File: src/rtl/hazard_ctrl_pkg.sv
// Shared ISA opcode constants and hazard sequencer state encoding.
// Imported by the ID-stage decoder as well as the hazard logic.
package hazard_ctrl_pkg;

  localparam int OPC_W = 5;

  localparam logic [OPC_W-1:0] LW_1 = 5'b00000;
  localparam logic [OPC_W-1:0] LW_2 = 5'b00001;
  localparam logic [OPC_W-1:0] LW_3 = 5'b00010;
  localparam logic [OPC_W-1:0] SW   = 5'b00011;
  localparam logic [OPC_W-1:0] ADD  = 5'b00100;
  localparam logic [OPC_W-1:0] SUB  = 5'b00101;
  localparam logic [OPC_W-1:0] MUL  = 5'b01000;
  localparam logic [OPC_W-1:0] DIV  = 5'b01001;
  localparam logic [OPC_W-1:0] BEQ  = 5'b01010;
  localparam logic [OPC_W-1:0] JR   = 5'b01011;
  localparam logic [OPC_W-1:0] CALL = 5'b01100;
  localparam logic [OPC_W-1:0] RET  = 5'b01101;
  localparam logic [OPC_W-1:0] NOP  = 5'b11111;

  typedef enum logic [1:0] {
    RUN     = 2'd0,
    MULDIV  = 2'd1,
    MEMWAIT = 2'd2
  } hzState_e;

endpackage

File: src/rtl/hazard_ctrl_if.sv
// Pipeline <-> hazard sequencer signal bundle.
// The master side is the pipeline datapath; the slave side is hazard_ctrl.
interface hazard_ctrl_if #(parameter int REG_AW = 5);
  logic              id_valid;
  logic [4:0]        id_opcode;
  logic [REG_AW-1:0] id_rs;
  logic [REG_AW-1:0] id_rt;
  logic              ex_valid;
  logic [4:0]        ex_opcode;
  logic [REG_AW-1:0] ex_rd;
  logic              ex_mem_read;
  logic              ex_branch_taken;
  logic              mem_req;
  logic              mem_ready;
  logic              pc_write;
  logic              if_id_write;
  logic              if_id_flush;
  logic              id_ex_bubble;
  logic              ex_hold;
  logic              mem_hold;
  logic              busy;
  logic              mem_err;

  modport master (
    output id_valid, id_opcode, id_rs, id_rt, ex_valid, ex_opcode, ex_rd,
           ex_mem_read, ex_branch_taken, mem_req, mem_ready,
    input  pc_write, if_id_write, if_id_flush, id_ex_bubble, ex_hold,
           mem_hold, busy, mem_err
  );

  modport slave (
    input  id_valid, id_opcode, id_rs, id_rt, ex_valid, ex_opcode, ex_rd,
           ex_mem_read, ex_branch_taken, mem_req, mem_ready,
    output pc_write, if_id_write, if_id_flush, id_ex_bubble, ex_hold,
           mem_hold, busy, mem_err
  );
endinterface

File: src/rtl/hazard_ctrl_stall_counter.sv
// Loadable down-counter with freeze and zero flag; tracks remaining MUL/DIV hold cycles.
module stall_counter #(
  parameter int W = 3
) (
  input  logic         clk,
  input  logic         rst,
  input  logic         load,
  input  logic [W-1:0] loadVal,
  input  logic         dec,
  input  logic         freeze,
  output logic         zero
);

  logic [W-1:0] cnt;

  always_ff @(posedge clk) begin
    if (rst)                               cnt <= '0;
    else if (load)                         cnt <= loadVal;
    else if (dec && !freeze && cnt != '0)  cnt <= cnt - W'(1);
  end

  assign zero = (cnt == '0);

endmodule

File: src/rtl/hazard_ctrl.sv
// Hazard sequencer: stall/bubble/flush strobes for load-use, multi-cycle MUL/DIV,
// data-memory wait states and taken branches, plus a sticky memory-timeout flag.
module hazard_ctrl
  import hazard_ctrl_pkg::*;
#(
  parameter int REG_AW      = 5,
  parameter int MUL_LAT     = 3,
  parameter int DIV_LAT     = 8,
  parameter int MEM_TIMEOUT = 64
) (
  input  logic          clk,
  input  logic          rst,
  hazard_ctrl_if.slave  hz
);

  localparam int MAX_LAT = (MUL_LAT > DIV_LAT) ? MUL_LAT : DIV_LAT;
  localparam int CNT_W   = (MAX_LAT > 2) ? $clog2(MAX_LAT - 1) : 1;
  localparam int WAIT_W  = $clog2(MEM_TIMEOUT);

  localparam logic [CNT_W-1:0]  MUL_LD   = CNT_W'((MUL_LAT > 1) ? MUL_LAT - 2 : 0);
  localparam logic [CNT_W-1:0]  DIV_LD   = CNT_W'((DIV_LAT > 1) ? DIV_LAT - 2 : 0);
  localparam logic [WAIT_W-1:0] WAIT_MAX = WAIT_W'(MEM_TIMEOUT - 1);
  localparam logic [WAIT_W-1:0] WAIT_PRE = WAIT_W'(MEM_TIMEOUT - 2);
  localparam logic [REG_AW-1:0] R0       = '0;
  localparam bit                MUL_STALL = (MUL_LAT > 1);
  localparam bit                DIV_STALL = (DIV_LAT > 1);

  hzState_e          state, stateNxt, retState, retNxt, effState;
  logic [WAIT_W-1:0] waitCnt;
  logic              memErr;
  logic              memStall, mdStart, loadUse;
  logic              cntLoad, cntDec, cntZero;
  logic [CNT_W-1:0]  cntLdVal;
  logic              pcW, ifIdW, ifIdFlush, idExBubble, exHold, memHold;

  assign memStall = hz.mem_req & ~hz.mem_ready;

  // The cycle memory completes, act as the state we were holding for.
  assign effState = (state == MEMWAIT) ? retState : state;

  assign mdStart = hz.ex_valid &
                   (((hz.ex_opcode == MUL) & MUL_STALL) | ((hz.ex_opcode == DIV) & DIV_STALL));

  assign loadUse = hz.ex_valid & hz.ex_mem_read & hz.id_valid & (hz.id_opcode != NOP) &
                   (hz.ex_rd != R0) & ((hz.ex_rd == hz.id_rs) | (hz.ex_rd == hz.id_rt));

  stall_counter #(.W(CNT_W)) u_mdCnt (
    .clk     (clk),
    .rst     (rst),
    .load    (cntLoad),
    .loadVal (cntLdVal),
    .dec     (cntDec),
    .freeze  (memStall),
    .zero    (cntZero)
  );

  always_ff @(posedge clk) begin
    if (rst) begin
      state    <= RUN;
      retState <= RUN;
    end else begin
      state    <= stateNxt;
      retState <= retNxt;
    end
  end

  always_ff @(posedge clk) begin
    if (rst) begin
      waitCnt <= '0;
      memErr  <= 1'b0;
    end else if (memStall) begin
      if (waitCnt != WAIT_MAX) waitCnt <= waitCnt + WAIT_W'(1);
      if (waitCnt >= WAIT_PRE) memErr  <= 1'b1;
    end else begin
      waitCnt <= '0;
    end
  end

  always_comb begin
    pcW        = 1'b1;
    ifIdW      = 1'b1;
    ifIdFlush  = 1'b0;
    idExBubble = 1'b0;
    exHold     = 1'b0;
    memHold    = 1'b0;
    stateNxt   = RUN;
    retNxt     = retState;
    cntLoad    = 1'b0;
    cntDec     = 1'b0;
    cntLdVal   = MUL_LD;

    if (memStall) begin
      pcW      = 1'b0;
      ifIdW    = 1'b0;
      exHold   = 1'b1;
      memHold  = 1'b1;
      stateNxt = MEMWAIT;
      if (state != MEMWAIT) retNxt = state;
    end else begin
      case (effState)
        MULDIV: begin
          if (!cntZero) begin
            pcW      = 1'b0;
            ifIdW    = 1'b0;
            exHold   = 1'b1;
            cntDec   = 1'b1;
            stateNxt = MULDIV;
          end
        end
        default: begin
          if (mdStart) begin
            // First EX cycle is this one; the counter covers the remaining LAT-2 holds.
            pcW      = 1'b0;
            ifIdW    = 1'b0;
            exHold   = 1'b1;
            cntLoad  = 1'b1;
            cntLdVal = (hz.ex_opcode == DIV) ? DIV_LD : MUL_LD;
            stateNxt = MULDIV;
          end else if (hz.ex_branch_taken) begin
            ifIdFlush  = 1'b1;
            idExBubble = 1'b1;
          end else if (loadUse) begin
            pcW        = 1'b0;
            ifIdW      = 1'b0;
            idExBubble = 1'b1;
          end
        end
      endcase
    end

    if (rst) begin
      pcW        = 1'b0;
      ifIdW      = 1'b0;
      ifIdFlush  = 1'b1;
      idExBubble = 1'b1;
      exHold     = 1'b0;
      memHold    = 1'b0;
    end
  end

  assign hz.pc_write     = pcW;
  assign hz.if_id_write  = ifIdW;
  assign hz.if_id_flush  = ifIdFlush;
  assign hz.id_ex_bubble = idExBubble;
  assign hz.ex_hold      = exHold;
  assign hz.mem_hold     = memHold;
  assign hz.busy         = (state != RUN) & ~rst;
  assign hz.mem_err      = memErr;

endmodule

File: src/flat_wrapper.sv
// flat-port wrapper written by rule: the top's interface ports become plain ports
module hazard_ctrl_flat import hazard_ctrl_pkg::*;
#(
  parameter int REG_AW      = 5,
  parameter int MUL_LAT     = 3,
  parameter int DIV_LAT     = 8,
  parameter int MEM_TIMEOUT = 64
)
  (clk, rst, hz_id_valid, hz_id_opcode, hz_id_rs, hz_id_rt, hz_ex_valid, hz_ex_opcode, hz_ex_rd, hz_ex_mem_read, hz_ex_branch_taken, hz_mem_req, hz_mem_ready, hz_pc_write, hz_if_id_write, hz_if_id_flush, hz_id_ex_bubble, hz_ex_hold, hz_mem_hold, hz_busy, hz_mem_err);
  hazard_ctrl_if #(.REG_AW(REG_AW)) hz_i ();
  input  logic clk;
  input  logic rst;
  input wire logic [$bits(hz_i.id_valid)-1:0] hz_id_valid;
  input wire logic [$bits(hz_i.id_opcode)-1:0] hz_id_opcode;
  input wire logic [$bits(hz_i.id_rs)-1:0] hz_id_rs;
  input wire logic [$bits(hz_i.id_rt)-1:0] hz_id_rt;
  input wire logic [$bits(hz_i.ex_valid)-1:0] hz_ex_valid;
  input wire logic [$bits(hz_i.ex_opcode)-1:0] hz_ex_opcode;
  input wire logic [$bits(hz_i.ex_rd)-1:0] hz_ex_rd;
  input wire logic [$bits(hz_i.ex_mem_read)-1:0] hz_ex_mem_read;
  input wire logic [$bits(hz_i.ex_branch_taken)-1:0] hz_ex_branch_taken;
  input wire logic [$bits(hz_i.mem_req)-1:0] hz_mem_req;
  input wire logic [$bits(hz_i.mem_ready)-1:0] hz_mem_ready;
  output wire logic [$bits(hz_i.pc_write)-1:0] hz_pc_write;
  output wire logic [$bits(hz_i.if_id_write)-1:0] hz_if_id_write;
  output wire logic [$bits(hz_i.if_id_flush)-1:0] hz_if_id_flush;
  output wire logic [$bits(hz_i.id_ex_bubble)-1:0] hz_id_ex_bubble;
  output wire logic [$bits(hz_i.ex_hold)-1:0] hz_ex_hold;
  output wire logic [$bits(hz_i.mem_hold)-1:0] hz_mem_hold;
  output wire logic [$bits(hz_i.busy)-1:0] hz_busy;
  output wire logic [$bits(hz_i.mem_err)-1:0] hz_mem_err;
  assign hz_i.id_valid = hz_id_valid;
  assign hz_i.id_opcode = hz_id_opcode;
  assign hz_i.id_rs = hz_id_rs;
  assign hz_i.id_rt = hz_id_rt;
  assign hz_i.ex_valid = hz_ex_valid;
  assign hz_i.ex_opcode = hz_ex_opcode;
  assign hz_i.ex_rd = hz_ex_rd;
  assign hz_i.ex_mem_read = hz_ex_mem_read;
  assign hz_i.ex_branch_taken = hz_ex_branch_taken;
  assign hz_i.mem_req = hz_mem_req;
  assign hz_i.mem_ready = hz_mem_ready;
  assign hz_pc_write = hz_i.pc_write;
  assign hz_if_id_write = hz_i.if_id_write;
  assign hz_if_id_flush = hz_i.if_id_flush;
  assign hz_id_ex_bubble = hz_i.id_ex_bubble;
  assign hz_ex_hold = hz_i.ex_hold;
  assign hz_mem_hold = hz_i.mem_hold;
  assign hz_busy = hz_i.busy;
  assign hz_mem_err = hz_i.mem_err;
  hazard_ctrl #(.REG_AW(REG_AW), .MUL_LAT(MUL_LAT), .DIV_LAT(DIV_LAT), .MEM_TIMEOUT(MEM_TIMEOUT)) u_core (.clk(clk), .rst(rst), .hz(hz_i));
endmodule
File: config.mk
export PLATFORM = sky130hd
export DESIGN_NAME = hazard_ctrl_flat
export DESIGN_NICKNAME = d
export VERILOG_FILES = /design/src/rtl/hazard_ctrl_pkg.sv /design/src/rtl/hazard_ctrl_if.sv /design/src/rtl/hazard_ctrl_stall_counter.sv /design/src/rtl/hazard_ctrl.sv /design/src/flat_wrapper.sv
export SDC_FILE = /design/constraint.sdc
export NUM_CORES = 1
export LEC_CHECK = 0
export BUFFER_PORTS_ARGS = -buffer_cell sky130_fd_sc_hd__buf_2
export CAP_MARGIN = 30
export CORE_MARGIN = 5
export CORE_UTILIZATION = 50
export CTS_CLUSTER_SIZE = 14
export DETAILED_ROUTE_END_ITERATION = 8
export PLACE_DENSITY = 0.92
export SYNTH_ARGS = -nofsm -noshare
export SYNTH_HDL_FRONTEND = slang
export SYNTH_SLANG_ARGS = --single-unit
File: constraint.sdc
create_clock -name clk -period 4.5 [get_ports clk]
set_input_delay 0.45 -clock clk [delete_from_list [all_inputs] [get_ports clk]]
set_output_delay 0.45 -clock clk [all_outputs]
set_load 0.05 [all_outputs]
# Word level (Yosys, flattened, before mapping)

Cells that the tools add are included.

Register bits after elaboration: 14
Bits of input ports: 33
Output and inout bits: 8
Logic and storage cells: 83

$add $sub $neg: 2
Magnitude comparators: 1
Eq/ne operators: 9
Multiplexer cells: 40
Bitwise gates (word level): 13
Reduce and logical (&&, ||, !) cells: 12

Operator list:

| operator                                            | count |
|---|---|
| two-way mux 1 bit                                   | 31 |
| two-way mux 3 bit                                   | 6 |
| equality test 5 x 4 -> 1 bit, second input constant | 2 |
| equality test 5 bit                                 | 2 |
| bitwise AND 1 bit                                   | 8 |
| adder 6 x 1 -> 6 bit, second input constant         | 1 |
| >= comparator 6 bit, second input constant          | 1 |
| two-way mux 2 bit                                   | 3 |
| != test 6 bit, second input constant                | 1 |
| != test 5 bit, second input constant                | 1 |
| nonzero test 5 bit                                  | 1 |
| AND reduction 2 bit                                 | 2 |
| nonzero test 2 bit                                  | 2 |
| OR reduction 2 bit                                  | 2 |
| logical NOT 3 bit                                   | 1 |
| NOT 1 bit                                           | 3 |
| nonzero test 3 bit                                  | 1 |
| subtractor 3 x 1 -> 3 bit, second input constant    | 1 |
| equality test 2 x 1 -> 1 bit, second input constant | 1 |
| equality test 2 bit, second input constant          | 1 |
| logical AND 1 bit                                   | 2 |
| != test 2 bit, second input constant                | 1 |
| bitwise OR 1 bit                                    | 2 |
| logical NOT 1 bit                                   | 1 |

# Depth between registers and ports, before layout

Depth after elaboration: 11
Depth in mapped cells: 7
Depth with buffers taken out: 7

# Modules after synthesis

A second synthesis with hierarchy kept.

Cells, all modules: 115
Area, all modules: 940.9 um2

Modules (own cells, without submodules):

| module        | instances | cells an instance | area an instance (um2) |
|---|---|---|---|
| hazard_ctrl   | 1         | 90                | 733.2 |
| stall_counter | 1         | 25                | 207.7 |

# Least setup slack after synthesis

Ideal clock, no wire load.

Kind: input-to-output
From: input port hz_ex_rd[0]
To: output port hz_pc_write
Arrival: 2,656 ps
Slack: 1,394 ps
Cell stages on the path: 6
Cell sequence: or4_1 o2111ai_1 a31oi_1 and4b_1 nor4_2 buf_4

Longest elaborated chain between the ends: 9
Elaborated cells between the ends (all ways): 12
Those cells by class: eq/ne (2); mux (6); bitwise (3); reduce/logical (1)

RTL lines:

| element                                                          | line                                 | RTL |
|---|---|---|
| start: declaration                                               | flat_wrapper.sv:19                   | `input wire logic [$bits(hz_i.ex_rd)-1:0] hz_ex_rd;` |
| equality test 5 bit / nonzero test 5 bit (equally long branches) | hazard_ctrl.sv:45                    | `(hz.ex_rd != R0) & ((hz.ex_rd == hz.id_rs) \| (hz.ex_rd == hz.id_rt));` |
| bitwise OR 1 bit / bitwise AND 1 bit (equally long branches)     | hazard_ctrl.sv:45, hazard_ctrl.sv:44 |  |
| bitwise AND 1 bit *                                              | hazard_ctrl.sv:45                    |  |
| two-way mux 1 bit * (6 in series)                                | --                                   |  |
| end: declaration                                                 | flat_wrapper.sv:24                   | `output wire logic [$bits(hz_i.pc_write)-1:0] hz_pc_write;` |

Every way passes the cells marked *; elsewhere a longest branch is shown, timed or not.

# Worst setup path in the final report

From: input port hz_ex_rd[0]
To: output port hz_pc_write

Longest elaborated chain between the ends: 9
Elaborated cells between the ends (all ways): 12
Those cells by class: eq/ne (2); mux (6); bitwise (3); reduce/logical (1)

RTL lines:

| element                                                          | line                                 | RTL |
|---|---|---|
| equality test 5 bit / nonzero test 5 bit (equally long branches) | hazard_ctrl.sv:45                    |  |
| bitwise OR 1 bit / bitwise AND 1 bit (equally long branches)     | hazard_ctrl.sv:45, hazard_ctrl.sv:44 |  |
| bitwise AND 1 bit *                                              | hazard_ctrl.sv:45                    |  |
| two-way mux 1 bit *                                              | hazard_ctrl.sv:122                   | `end else if (loadUse) begin` |
| two-way mux 1 bit *                                              | hazard_ctrl.sv:119                   | `end else if (hz.ex_branch_taken) begin` |
| two-way mux 1 bit *                                              | hazard_ctrl.sv:111                   | `if (mdStart) begin` |
| two-way mux 1 bit *                                              | hazard_ctrl.sv:100                   | `case (effState)` |
| two-way mux 1 bit *                                              | hazard_ctrl.sv:92                    | `if (memStall) begin` |
| two-way mux 1 bit *                                              | hazard_ctrl.sv:131                   | `if (rst) begin` |

Marks and branches as above.

==> summary.txt <==
Synthesis
  • Top cell type's share of synthesized area: 0.296
  • Post-synthesis async set-or-reset flop share: 0
  • Synth area leaders: dfxtp_1 (30%), xnor2_1 (10%), nor2_1 (5.9%)
  • Top FF cell, synth: dfxtp_1
  • Avg Cell Area, Syn: 8.47 um2
  • Synthesis-stage register bit count: 14
  • Cell area after synthesis: 948 um2
  • Syn Nets: 149
  • Yosys top cell by area: dfxtp_1
  • Number of distinct library cells after synthesis: 40
  • Post-synth EDFFs: 0
  • Most common cell in the synthesized netlist: nor2_1
  • Sequential area share after synthesis: 0.296
  • Post-synthesis instance total: around 110
  • Yosys warning total: 0
  • Most frequent cells after synthesis: nor2_1 (15), dfxtp_1 (14), xnor2_1 (11), inv_1 (8), nand2_1 (8)

Worst setup path
  • Family with the most delay on the worst path: simple AND/OR/NAND/NOR gates
  • Critical-path cell list: buf_2 > or4_1 > o2111ai_1 > a31oi_1 > and4b_1 > nor4_2 > buf_2
  • Crit path arrival time: slightly above 2 ns
  • CP Launch Type: input pin
  • Maximum fanout along the worst path: 3
  • Crit-path most repeated cell: buf_2
  • Critical Setup Path Class: input pin to output pin
  • CP startpoint: hz_ex_rd[0]
  • Critical-path cell with the highest stage delay: or4_1
  • Worst EP required: 4.05 ns
  • CP bufs+invs: 2
  • Max incr delay on CP: 0.53 ns
  • Critical R2R Launch: u_core.state[0]$_SDFF_PP0_
  • Crit path capture type: output pin

Pwr
  • Internal power: between 0.15 and 0.2 mW
  • Sequential power share: 0.499
  • Clock power share: 0.262
  • Comb power frac: 0.240
  • PD cells: roughly 210 mW/mm2
  • Leakage Power: roughly 0.52 nW
  • Switching power: 0.0719 mW
  • Sw frac: 0.283
  • Maximum vdd drop: roughly 0.20 mV

Timing
  • Period minus WS final: 2.52 ns
  • Worst-Margin Slew: 0.521 ns
  • F_max: 397 MHz
  • Final setup vio count: 0
  • Final worst path period share: 0.559
  • Fin. max-slew vios: 0
  • Unrepaired setup endpoints after global routing: false
  • Setup TNS: 0 ns
  • Final Hold Viols: 0
  • Clock Skews: 0.00241 ns
  • Max_slew headroom: 0.651

GRT
  • GRT Util Overall: 0.171
  • Initial antenna violation count: 0
  • GRT overflow: 0
  • Global-route wire length before repair: 3710 um
  • Vias in the first global route: 908
  • Pin count of the biggest net entering global routing: 13

Cells and area
  • Fillers: about 160
  • P&R area growth vs syn: 25.6%
  • NumNets Final: 192
  • Share of layout cells above drive strength 1: 0.346
  • # diodes: 0
  • Fin area: approximately 0.0012 mm2

Clock tree
  • CTS Sinks: 14
  • Clock transition at path regs: 0.07 ns
  • CTS root buffer: clkbuf_4
  • Setup bufs post-CTS: 0
  • CTS Buffer Depth: 2
  • Post-CTS Hold Fix Bufs: 0
  • Max H-tree Level: 1
  • CTS tree: built
  • Cts repair resizes: 0
  • Clock latency at the later pin of the worst-skew pair: 0.27 ns
  • Num CTS Buffers: 3

Floorplan
  • Die area: ~0.0029 mm2
  • Core area: 0.00176 mm2
  • Initial Util: 0.538
  • Die Span Y: 53.6 um
  • Chip width: 53.6 um
  • Top Ports: 41
  • Row cnt: 15

Placed design
  • Placement Cell Area: 0.00117 mm2
  • Post-DP HPWL: approximately 1900 um
  • Port bufs: 40
  • GP Congestion: 0.763

Min path
  • HP Start: u_core.hz.mem_err$_SDFFE_PP0P_
  • Min-Delay Path Class: register to register

Routing
  • Drt wl/cell: 12.5 um
  • Remaining DRCs: 0
  • DRT Pass-1 Iters: 4
  • Final WL: 2230 um
  • First DRT Iteration DRCs: 12
  • Number of routed nets with antenna violations: 0
  • DR vias: 927
  • Vias per cell: roughly 5.2

Outcome
  • Status: completed

Flow run
  • Max-Cap Viols: 0
[sequential cells by signal, summed over array words and instances, names as in the netlist]
register and count:
u_core.waitCnt 6, u_core.u_mdCnt.cnt 3, u_core.retState 2, u_core.state 2, u_core.hz.mem_err 1
[cells by family (layout without fill, tap and decap cells)]
logic type | after synthesis | in the layout | share of synthesized area
buf+inv | 10 | 51 | 0.0435
flops | 14 | 14 | 0.296
xor+xnor | 12 | 12 | 0.111
simple gates | 47 | 47 | 0.290
mux | 1 | 1 | 0.0106
fa+ha+maj | 4 | 4 | 0.0528
compound gates | 24 | 24 | 0.197
[layout by cell type (no fill, tap or decap), types with 2 or more instances in the layout]
cell / count
a31oi_1: 3
nand3_1: 5
buf_2: 40
a211oi_1: 2
dfxtp_1: 14
nand2b_1: 2
nor2_1: 15
ha_1: 4
o21ai_0: 3
nor3_2: 2
xnor2_1: 11
inv_1: 8
nor3_1: 3
nand2_1: 8
clkbuf_4: 3
a21oi_1: 6
[metal layers]
metal	track usage	vias to the layer above	part of all wire
met2	0.335	19	0.56
met3	0.0388	4	0.047
li1	-	477	-
met1	0.184	427	0.38
met5	0	-	0
met4	0.0383	0	0.0085
[per-stage QoR]
stage	cells	power, mW	setup WS, ns	hold WS [ns]	util
5_1_grt	178	0.267	1.81	0.497	0.675
4_1_cts	178	0.257	1.97	0.478	0.675
3_3_place_gp	175	0.189	2.02	0.451	0.662
6_report	178	0.254	1.98	0.477	0.675
3_5_place_dp	175	0.191	1.98	0.466	0.662
2_1_floorplan	112	0.168	1.39	0.450	-
[cell type report]
class | count | area, um2 | area share
flip-flops and latches | 14 | 280 | 0.235
inverters | 8 | 30.0 | 0.0252
repair buffers | 40 | 200 | 0.168
well taps | 25 | 31.3 | 0.0263
multi-input cells | 88 | 627 | 0.526
clock buffers | 3 | 22.5 | 0.0189
[worst reg2reg max path, cell delays in order (launching register included)]
cell and delay (ns):
dfxtp_1 0.36, nor4bb_4 0.35, nor3_2 0.16, a31oi_4 0.26, nor3_2 0.08, a2111oi_2 0.34
[power groups by stage]
stage | Combinational [mW] | Clock [mW] | Sequential (mW)
after floorplan | 0.0386 | 0 | 0.129
after global placement | 0.0590 | 0 | 0.129
after detailed placement | 0.0612 | 0 | 0.130
after CTS | 0.0614 | 0.0687 | 0.127
after global routing | 0.0659 | 0.0742 | 0.127
final | 0.0610 | 0.0665 | 0.127
[path summary, 6_finish.rpt]
check / endpoint / slack, ns / cells past startpoint
worst max-delay path: hz_pc_write / 1.98 / 7
worst min-delay path: u_core.hz.mem_err$_SDFFE_PP0P_ / 0.48 / 2
worst max register to register: u_core.u_mdCnt.cnt[2]$_SDFFE_PP0P_ / 2.85 / 5
worst min register to register: u_core.hz.mem_err$_SDFFE_PP0P_ / 0.48 / 2
(Power assumes the default switching activity.)
